$ cat src/rtl/deadlock_idx0_monitor.sv
// rtl/deadlock_idx0_monitor.sv - deadlock detector for a 5-process dataflow region
// Optional macro DEADLOCK_MONITOR_STICKY_EN: block latches until reset once asserted.
module deadlock_idx0_monitor #(
   parameter int unsigned THRESHOLD = 1000,
   parameter int unsigned CNT_W     = 16
) (
   input  logic       clock,
   input  logic       reset,
   input  logic [1:0] axis_block_sigs,
   input  logic [8:0] inst_idle_sigs,
   input  logic [4:0] inst_block_sigs,
   output logic       block
);

   localparam logic [CNT_W-1:0] THRESH_C = CNT_W'(THRESHOLD);

   generate
      if (THRESHOLD < 1 || THRESHOLD > 65535 || (THRESHOLD >> CNT_W) != 0) begin : g_bad_param
         $error("deadlock_idx0_monitor: THRESHOLD out of range or does not fit in CNT_W");
      end
   endgenerate

   logic [4:0]       stalled;
   logic             blocked_any;
   logic             axis_any;
   logic             active;
   logic             cand;
   logic [CNT_W-1:0] cnt;
   logic [CNT_W-1:0] cnt_next;

   // An idle process that also raises block counts as idle only.
   always_comb begin
      stalled     = inst_idle_sigs[4:0] | inst_block_sigs;
      blocked_any = |(inst_block_sigs & ~inst_idle_sigs[4:0]);
      axis_any    = |axis_block_sigs;
      active      = ~&inst_idle_sigs;
      cand        = (&stalled) & blocked_any & ~axis_any & active;
   end

   always_comb begin
      cnt_next = '0;
      if (cand) begin
         if (cnt < THRESH_C) begin
            cnt_next = cnt + CNT_W'(1);
         end else begin
            cnt_next = THRESH_C;
         end
      end
   end

   always_ff @(posedge clock) begin
      if (reset) begin
         cnt   <= '0;
         block <= 1'b0;
      end else begin
         cnt <= cnt_next;
`ifdef DEADLOCK_MONITOR_STICKY_EN
         block <= block | (cnt_next == THRESH_C);
`else
         block <= (cnt_next == THRESH_C);
`endif
      end
   end

endmodule

$ cat config.mk
export PLATFORM = sky130hd
export DESIGN_NAME = deadlock_idx0_monitor
export DESIGN_NICKNAME = d
export VERILOG_FILES = /design/src/rtl/deadlock_idx0_monitor.sv
export SDC_FILE = /design/constraint.sdc
export NUM_CORES = 1
export LEC_CHECK = 0
export CORE_UTILIZATION = 49
export DETAILED_ROUTE_END_ITERATION = 7
export GPL_ROUTABILITY_DRIVEN = 0
export HOLD_SLACK_MARGIN = 0.15
export PLACE_DENSITY = 0.8
export SLEW_MARGIN = 10
export SYNTH_ARGS = -nofsm -noshare
export SYNTH_HDL_FRONTEND = slang
export SYNTH_SLANG_ARGS = --single-unit
$ cat constraint.sdc
create_clock -name clock -period 4.51 [get_ports clock]
set_input_delay 0.6765 -clock clock [delete_from_list [all_inputs] [get_ports clock]]
set_output_delay 0.6765 -clock clock [all_outputs]
set_load 0.005 [all_outputs]
==> flow_metrics.py, run 1 <==
metrics = {
    "worst_setup_path": {
        "crit_slowest_cell": "sky130_fd_sc_hd__clkdlybuf4s50_1",
        "worst_setup_path_end_kind": "flip-flop",
        "cpPeakStageDelay_ns": 0.39,
        "rrSetupSlack_ns": 2.57,
        "crit_path_start": "axis_block_sigs[1]",
        "crit_path_start_kind": "input pin",
        "path_cells": "clkdlybuf4s50_1, or3_1, nor4_1, o21ai_0, buf_4, o41ai_2",
        "cp_data_arrival_time_ns": 2.39,
        "crit_path_max_fanout": 11,
        "reg2regPathDepth": 5,
        "crit_required_ns": 4.70,
        "worst_setup_path_category": "input pin to flip-flop",
        "worst_path_dominant_cell_family": "simple AND/OR/NAND/NOR gates",
        "crit_buf_inv": 2,
        "timing.rr.start": "cnt[0]",
        "end_of_the_worst_register_to_register_path": "block",
    },
    "route": {
        "drc": 0,
        "final_antenna_net_count": 0,
        "drt_pre_antenna_iters": 3,
        "first_iter_violations": 11,
        "detail_route.vias_per_cell": 5.39,
        "wl_per_cell_um": 12.1,
        "routed-via-count": 609,
        "finalWirelength_mm": 1.37,
    },
    "timing": {
        "setup_viol": 0,
        "grt_setup_unrepaired": "false",
        "timing_hold_violations_final": 0,
        "skew_ns": 0.000977,
        "finalCriticalPeriod_ns": 2.20,
        "setup_total_negative_slack_ns": 0,
        "period_share_pct": 48.7,
        "report.final.slew_viol_count": 0,
        "timing.fmax_mhz": 455,
        "finalHoldWorstSlack_ns": 0.612,
    },
    "synth": {
        "postSynthRegisterBits": 17,
        "synth.yosys.seq_area_share_pct": 46.7,
        "syn-mean-instance-area_sq_um": 9.60,
        "syn_inst": 76,
        "syn-cell-area_sq_um": 729,
        "synthDistinctLibCells": 29,
        "ys_warn_count": 0,
    },
    "global_routing": {
        "grt_use_total_pct": 20.9,
        "grt_max_degree": 12,
        "grt_antenna_before_repair": 0,
        "grt_pass1_wl_mm": 2.19,
        "number_of_global_route_vias_before_repair": 529,
        "grt_remaining_overflow": 0,
    },
    "cts": {
        "cts-buffers-inserted": 3,
        "cts_sinks": 17,
        "clock_tree.buffer_depth": 2,
        "clock_latency_late_sink_ns": 0.29,
        "post_cts_repair_setup_buffers": 0,
        "clockRootBuffer": "sky130_fd_sc_hd__clkbuf_4",
        "postCtsResizedCells": 0,
        "tritoncts": "built",
        "clk_transition_reported_paths_ns": 0.09,
        "ctsHtreeMaxLevel": 1,
        "postCtsHoldBufs": 0,
    },
    "worst_hold_path": {
        "holdCritStartpoint": "cnt[0]",
        "min-delay-path-class": "flip-flop to flip-flop",
        "min_path_cells": 1,
        "whs_endpoint": "cnt[0]",
    },
    "power": {
        "power-per-cell-area_mw_per_mm2": 273,
        "peakVddDrop_uv": 178,
        "p_leak_uw": 0.000327,
    },
    "placement": {
        "placement.io_buffers": 14,
        "dp.cells": 109,
        "place.detailed.hpwl_mm": 1.05,
    },
    "finish": {
        "synthToLayoutAreaGrowth_pct": 28.0,
        "layout.cells.non_filler": 113,
        "num_antenna_cells": 0,
        "drive_gt1_share_pct": 10.2,
        "final_nets": 118,
        "fill_cells": 119,
    },
    "floorplan": {
        "design.die.area_sq_mm": 0.00165,
        "pin_count": 19,
        "core_sq_mm": 0.00135,
        "die_width_um": 40.6,
        "effective_utilization_at_floorplan_pct": 54.0,
        "num_rows": 13,
        "die_h_um": 40.6,
    },
    "flow_run": {
        "cap_violations": 0,
    },
    "run_status": {
        "run_status": "complete, no violations",
    },
}
[sequential cells by signal (all words and copies together), names as in the netlist]
name / cells
block: 1
cnt: 16
[worst reg2reg max path: cells and delay by family (launching register included)]
| kind | cells | cell delay, ns |
|---|---|---|
| flip-flops | 1 | 0.46 |
| AO/OA/AOI/OAI | 2 | 0.57 |
| AND/OR/NAND/NOR | 2 | 0.51 |
| adder cells (fa/ha/maj) | 1 | 0.31 |
[stage by stage]
stage	setup WS (ns)	instance area (sq um)	util, %	power (uW)
after floorplan	2.64	748	-	165
after global placement	2.06	906	67.1	178
after detailed placement	2.02	906	67.1	179
after CTS	2.30	933	69.1	258
after global routing	2.25	933	69.1	266
final	2.31	933	69.1	255
[cell usage in the layout (no fill, tap or decap), drive strengths merged, types with 2 or more instances in the layout]
master,netlist,routed
dfxtp,17,17
clkdlybuf4s50,0,14
nand2,6,6
nor3,6,6
a21oi,6,6
conb,1,6
nor2,4,4
o211ai,4,4
xnor2,4,4
nand4,3,3
xor2,3,3
clkbuf,2,3
nand3,3,3
o22ai,2,2
nor4,2,2
[layer usage]
layer  GRT usage (%)  up-vias  wire length (um)  part of all wire, %
met4            7.50        0                15                  1.1
met5               0        -                 0                    0
met1            20.4      280               590                   43
met3            8.33        2                44                  3.2
li1                -      322                 -                    -
met2            38.9        5               714                   52
[final cells by class]
cell class / instances / area, sq um / area share, %
repair buffers: 15 / 148 / 15.8
clock inverters: 1 / 5.00 / 0.536
inverters: 1 / 3.75 / 0.402
clock buffers: 3 / 22.5 / 2.41
well taps: 15 / 18.8 / 2.01
flip-flops and latches: 17 / 340 / 36.5
multi-input cells: 61 / 395 / 42.4
[cell families (layout without fill, tap and decap cells)]
| group | after synthesis | count (layout) | synth area share [%] |
|---|---|---|---|
| xor gates and xnor gates | 7 | 7 | 8.40 |
| adders and majority gates | 1 | 1 | 1.71 |
| and+or+nand+nor | 29 | 29 | 23.2 |
| DFF | 17 | 17 | 46.7 |
| buffers and inverters | 3 | 20 | 1.71 |
| AOI/OAI and AO/OA | 18 | 18 | 17.8 |
| other | 1 | 6 | 0.514 |
[worst max-delay path by stage]
| stage | cells after the start | to | slack [ns] |
|---|---|---|---|
| after floorplan | 5 | cnt[2] | 2.64 |
| after global placement | 6 | block | 2.06 |
| after detailed placement | 6 | block | 2.02 |
| after CTS | 6 | block | 2.30 |
| after global routing | 6 | block | 2.25 |
| final | 6 | block | 2.31 |
[synth_stat cells]
cell                        n  area share (%)
sky130_fd_sc_hd__xor2_1     3             3.6
sky130_fd_sc_hd__nand3_4    1             2.4
sky130_fd_sc_hd__nand4_1    3             2.6
sky130_fd_sc_hd__o211a_1    1             1.4
sky130_fd_sc_hd__or3b_1     1             1.2
sky130_fd_sc_hd__a21oi_1    6             4.1
sky130_fd_sc_hd__nor4_1     2             1.7
sky130_fd_sc_hd__ha_1       1             1.7
sky130_fd_sc_hd__o22ai_1    2             1.7
sky130_fd_sc_hd__o211ai_1   4             4.1
sky130_fd_sc_hd__or3_1      1            0.86
sky130_fd_sc_hd__o21ai_0    1            0.69
sky130_fd_sc_hd__dfxtp_1   17              47
sky130_fd_sc_hd__clkbuf_1   1            0.51
sky130_fd_sc_hd__nand3_1    2             1.4
sky130_fd_sc_hd__xnor2_1    4             4.8
sky130_fd_sc_hd__nand3b_1   1             1.0
sky130_fd_sc_hd__clkbuf_2   1            0.69
sky130_fd_sc_hd__inv_1      1            0.51
sky130_fd_sc_hd__conb_1     1            0.51
sky130_fd_sc_hd__a21boi_0   1             1.0
sky130_fd_sc_hd__and3b_2    1             1.4
sky130_fd_sc_hd__nor3_1     6             4.1
sky130_fd_sc_hd__a31o_2     1             1.2
sky130_fd_sc_hd__a221o_1    1             1.4
sky130_fd_sc_hd__o41ai_2    1             2.2
sky130_fd_sc_hd__nand2_1    6             3.1
sky130_fd_sc_hd__and4_2     1             1.4
sky130_fd_sc_hd__nor2_1     4             2.1
[power by group]
group          total [uW]  switching, uW  internal, uW  leakage (uW)
sequential            156           2.19           154      0.000139
combinational        19.1           5.96          13.1      0.000169
clock                79.2           46.3          33.0     0.0000177
total                 255           54.4           200      0.000327
Note: power is estimated with default switching activity, not from simulation.
==> run 2, diff against run 1 <==
--- a/config.mk
+++ b/config.mk
@@ -5,11 +5,11 @@
 export SDC_FILE = /design/constraint.sdc
 export NUM_CORES = 1
 export LEC_CHECK = 0
-export CORE_UTILIZATION = 49
+export CORE_UTILIZATION = 46
 export DETAILED_ROUTE_END_ITERATION = 7
 export GPL_ROUTABILITY_DRIVEN = 0
 export HOLD_SLACK_MARGIN = 0.15
-export PLACE_DENSITY = 0.8
+export PLACE_DENSITY = 0.76
 export SLEW_MARGIN = 10
 export SYNTH_ARGS = -nofsm -noshare
 export SYNTH_HDL_FRONTEND = slang
==> constraint.sdc (replaced) <==
create_clock -name clock -period 2.3 [get_ports clock]
set_input_delay 0.345 -clock clock [delete_from_list [all_inputs] [get_ports clock]]
set_output_delay 0.345 -clock clock [all_outputs]
set_load 0.005 [all_outputs]
==> run 2 against run 1 <==
Compared with the run above: power is 95% higher; worst setup slack worse by 2.0 ns; clock skew increased by 0.0015 ns; clock power rose by 92%; critical path type is now flip-flop to flip-flop; largest cell class unchanged.
==> flow_metrics.py, run 2 (synthesis results as in run 1) <==
metrics = {
    "run_status": {
        "run_status": "complete, no violations",
    },
    "placement": {
        "dpl-instance-area_sq_um": 907,
        "placement.io_buffers": 14,
        "dp.cells": 110,
    },
    "worst_setup_path": {
        "path_cells": "ha_1, nand3_4, or3b_1, a221o_1, o41ai_2",
        "reg2regPathDepth": 5,
        "crit_slowest_cell": "sky130_fd_sc_hd__dfxtp_1",
        "timing.rr.start": "cnt[0]",
        "rrSetupSlack_ns": 0.30,
        "worst_setup_path_category": "flip-flop to flip-flop",
        "crit_path_start": "cnt[0]",
        "crit_path_max_fanout": 8,
        "cp_data_arrival_time_ns": 2.18,
        "crit_required_ns": 2.48,
        "end_of_the_worst_register_to_register_path": "block",
        "cpPeakStageDelay_ns": 0.47,
        "worst_setup_path_end_kind": "flip-flop",
        "crit_path_start_kind": "flip-flop",
    },
    "route": {
        "drt_pre_antenna_iters": 4,
        "first_iter_violations": 16,
        "detail_route.vias_per_cell": 5.71,
        "drc": 0,
        "routed-via-count": 651,
        "finalWirelength_mm": 1.49,
        "final_antenna_net_count": 0,
        "wl_per_cell_um": 13.1,
    },
    "cts": {
        "postCtsResizedCells": 0,
        "cts-buffers-inserted": 3,
        "clock_latency_late_sink_ns": 0.28,
        "post_cts_repair_setup_buffers": 0,
        "clockRootBuffer": "sky130_fd_sc_hd__clkbuf_4",
        "clock_tree.buffer_depth": 2,
        "cts_sinks": 17,
        "clk_transition_reported_paths_ns": 0.09,
        "ctsHtreeMaxLevel": 1,
        "tritoncts": "built",
        "postCtsHoldBufs": 0,
    },
    "timing": {
        "timing.fmax_mhz": 501,
        "setup_total_negative_slack_ns": 0,
        "timing_hold_violations_final": 0,
        "finalCriticalPeriod_ns": 2.00,
        "skew_ns": 0.00245,
        "setup_viol": 0,
        "report.final.slew_viol_count": 0,
        "period_share_pct": 86.9,
        "grt_setup_unrepaired": "false",
    },
    "global_routing": {
        "number_of_global_route_vias_before_repair": 625,
        "grt_max_degree": 11,
        "grt_use_total_pct": 20.0,
        "grt_remaining_overflow": 0,
        "grt_pass1_wl_mm": 2.64,
        "grt_antenna_before_repair": 0,
    },
    "finish": {
        "drive_gt1_share_pct": 9.18,
        "largest-register": "cnt",
        "finalInstanceArea_sq_um": 933,
        "most_common_library_cell_in_the_layout_ignoring_fill_and_taps": "sky130_fd_sc_hd__dfxtp_1",
        "final_nets": 118,
        "reg_top3": "cnt (16), block (1)",
        "most-common-layout-cells": "sky130_fd_sc_hd__dfxtp_1, sky130_fd_sc_hd__clkdlybuf4s50_1",
        "synthToLayoutAreaGrowth_pct": 28.0,
        "layout.cells.non_filler": 114,
        "largest_register_ffs": 16,
        "num_antenna_cells": 0,
    },
    "worst_hold_path": {
        "whs_endpoint": "cnt[0]",
        "holdCritStartpoint": "cnt[0]",
        "min-delay-path-class": "flip-flop to flip-flop",
        "min_path_cells": 1,
    },
    "power": {
        "peakVddDrop_uv": 328,
        "p_leak_uw": 0.000324,
        "power-per-cell-area_mw_per_mm2": 531,
    },
    "floorplan": {
        "effective_utilization_at_floorplan_pct": 49.0,
        "design.die.area_sq_mm": 0.00175,
        "core_sq_mm": 0.00149,
        "pin_count": 19,
        "die_width_um": 41.8,
        "num_rows": 14,
        "die_h_um": 41.8,
    },
    "flow_run": {
        "cap_violations": 0,
    },
}
-- run 2: cell count changes in the layout (fill, tap and decap cells not counted) --
cell / delta
sky130_fd_sc_hd__clkinv_2: -1
sky130_fd_sc_hd__clkbuf_1: +1
-- run 2: worst max-delay path: cells and delay by family, from the launching register on --
kind                       cells  cell delay (ns)
and+or+nand+nor                2             0.53
AOI/OAI and AO/OA              2             0.59
adders and majority gates      1             0.32
DFF                            1             0.47
-- run 2: per-stage QoR --
| step | worst slack (ns) | hold slack (ns) | util [%] | power (uW) |
|---|---|---|---|---|
| 5_1_grt | 0.158 | 0.654 | 62.7 | 525 |
| 3_5_place_dp | 0.196 | 0.572 | 60.9 | 350 |
| 6_report | 0.302 | 0.593 | 62.7 | 496 |
| 3_3_place_gp | 0.262 | 0.573 | 60.9 | 349 |
| 2_1_floorplan | 0.537 | 0.520 | - | 323 |
| 4_1_cts | 0.307 | 0.586 | 62.7 | 505 |
-- run 2: power by group --
| group | switching [uW] | internal, uW |
|---|---|---|
| Sequential | 4.29 | 302 |
| Combinational | 11.9 | 25.7 |
| Clock | 84.5 | 67.3 |
-- run 2: per-layer routing --
layer / vias up / track usage [%] / routed length, um / share of wire, %
met5: - / 0 / 0 / 0
met4: 0 / 7.74 / 21 / 1.4
met3: 5 / 6.52 / 70 / 4.7
met2: 17 / 32.2 / 715 / 48
met1: 308 / 24.8 / 687 / 46
li1: 321 / - / - / -
-- run 2: how the worst max path moves through the flow --
stage	endpoint	slack [ns]
floorplan	block	0.54
global placement	block	0.26
detailed placement	cnt[4]	0.20
CTS	block	0.31
global route	block	0.16
finish	block	0.30
-- run 2: final cells by class --
cell class | count | area [sq um]
clock buffer | 4 | 26.3
fill | 124 | 556
multi-input combinational | 61 | 395
tap | 16 | 20.0
timing repair buffer | 15 | 148
sequential | 17 | 340
inverter | 1 | 3.75
==> run 3, diff against run 2 <==
--- a/config.mk
+++ b/config.mk
@@ -5,6 +5,7 @@
 export SDC_FILE = /design/constraint.sdc
 export NUM_CORES = 1
 export LEC_CHECK = 0
+export CAP_MARGIN = 20
 export CORE_UTILIZATION = 46
 export DETAILED_ROUTE_END_ITERATION = 7
 export GPL_ROUTABILITY_DRIVEN = 0
==> results of run 3 <==
No change in the layout: final DEF, timing and power equal those of run 2.
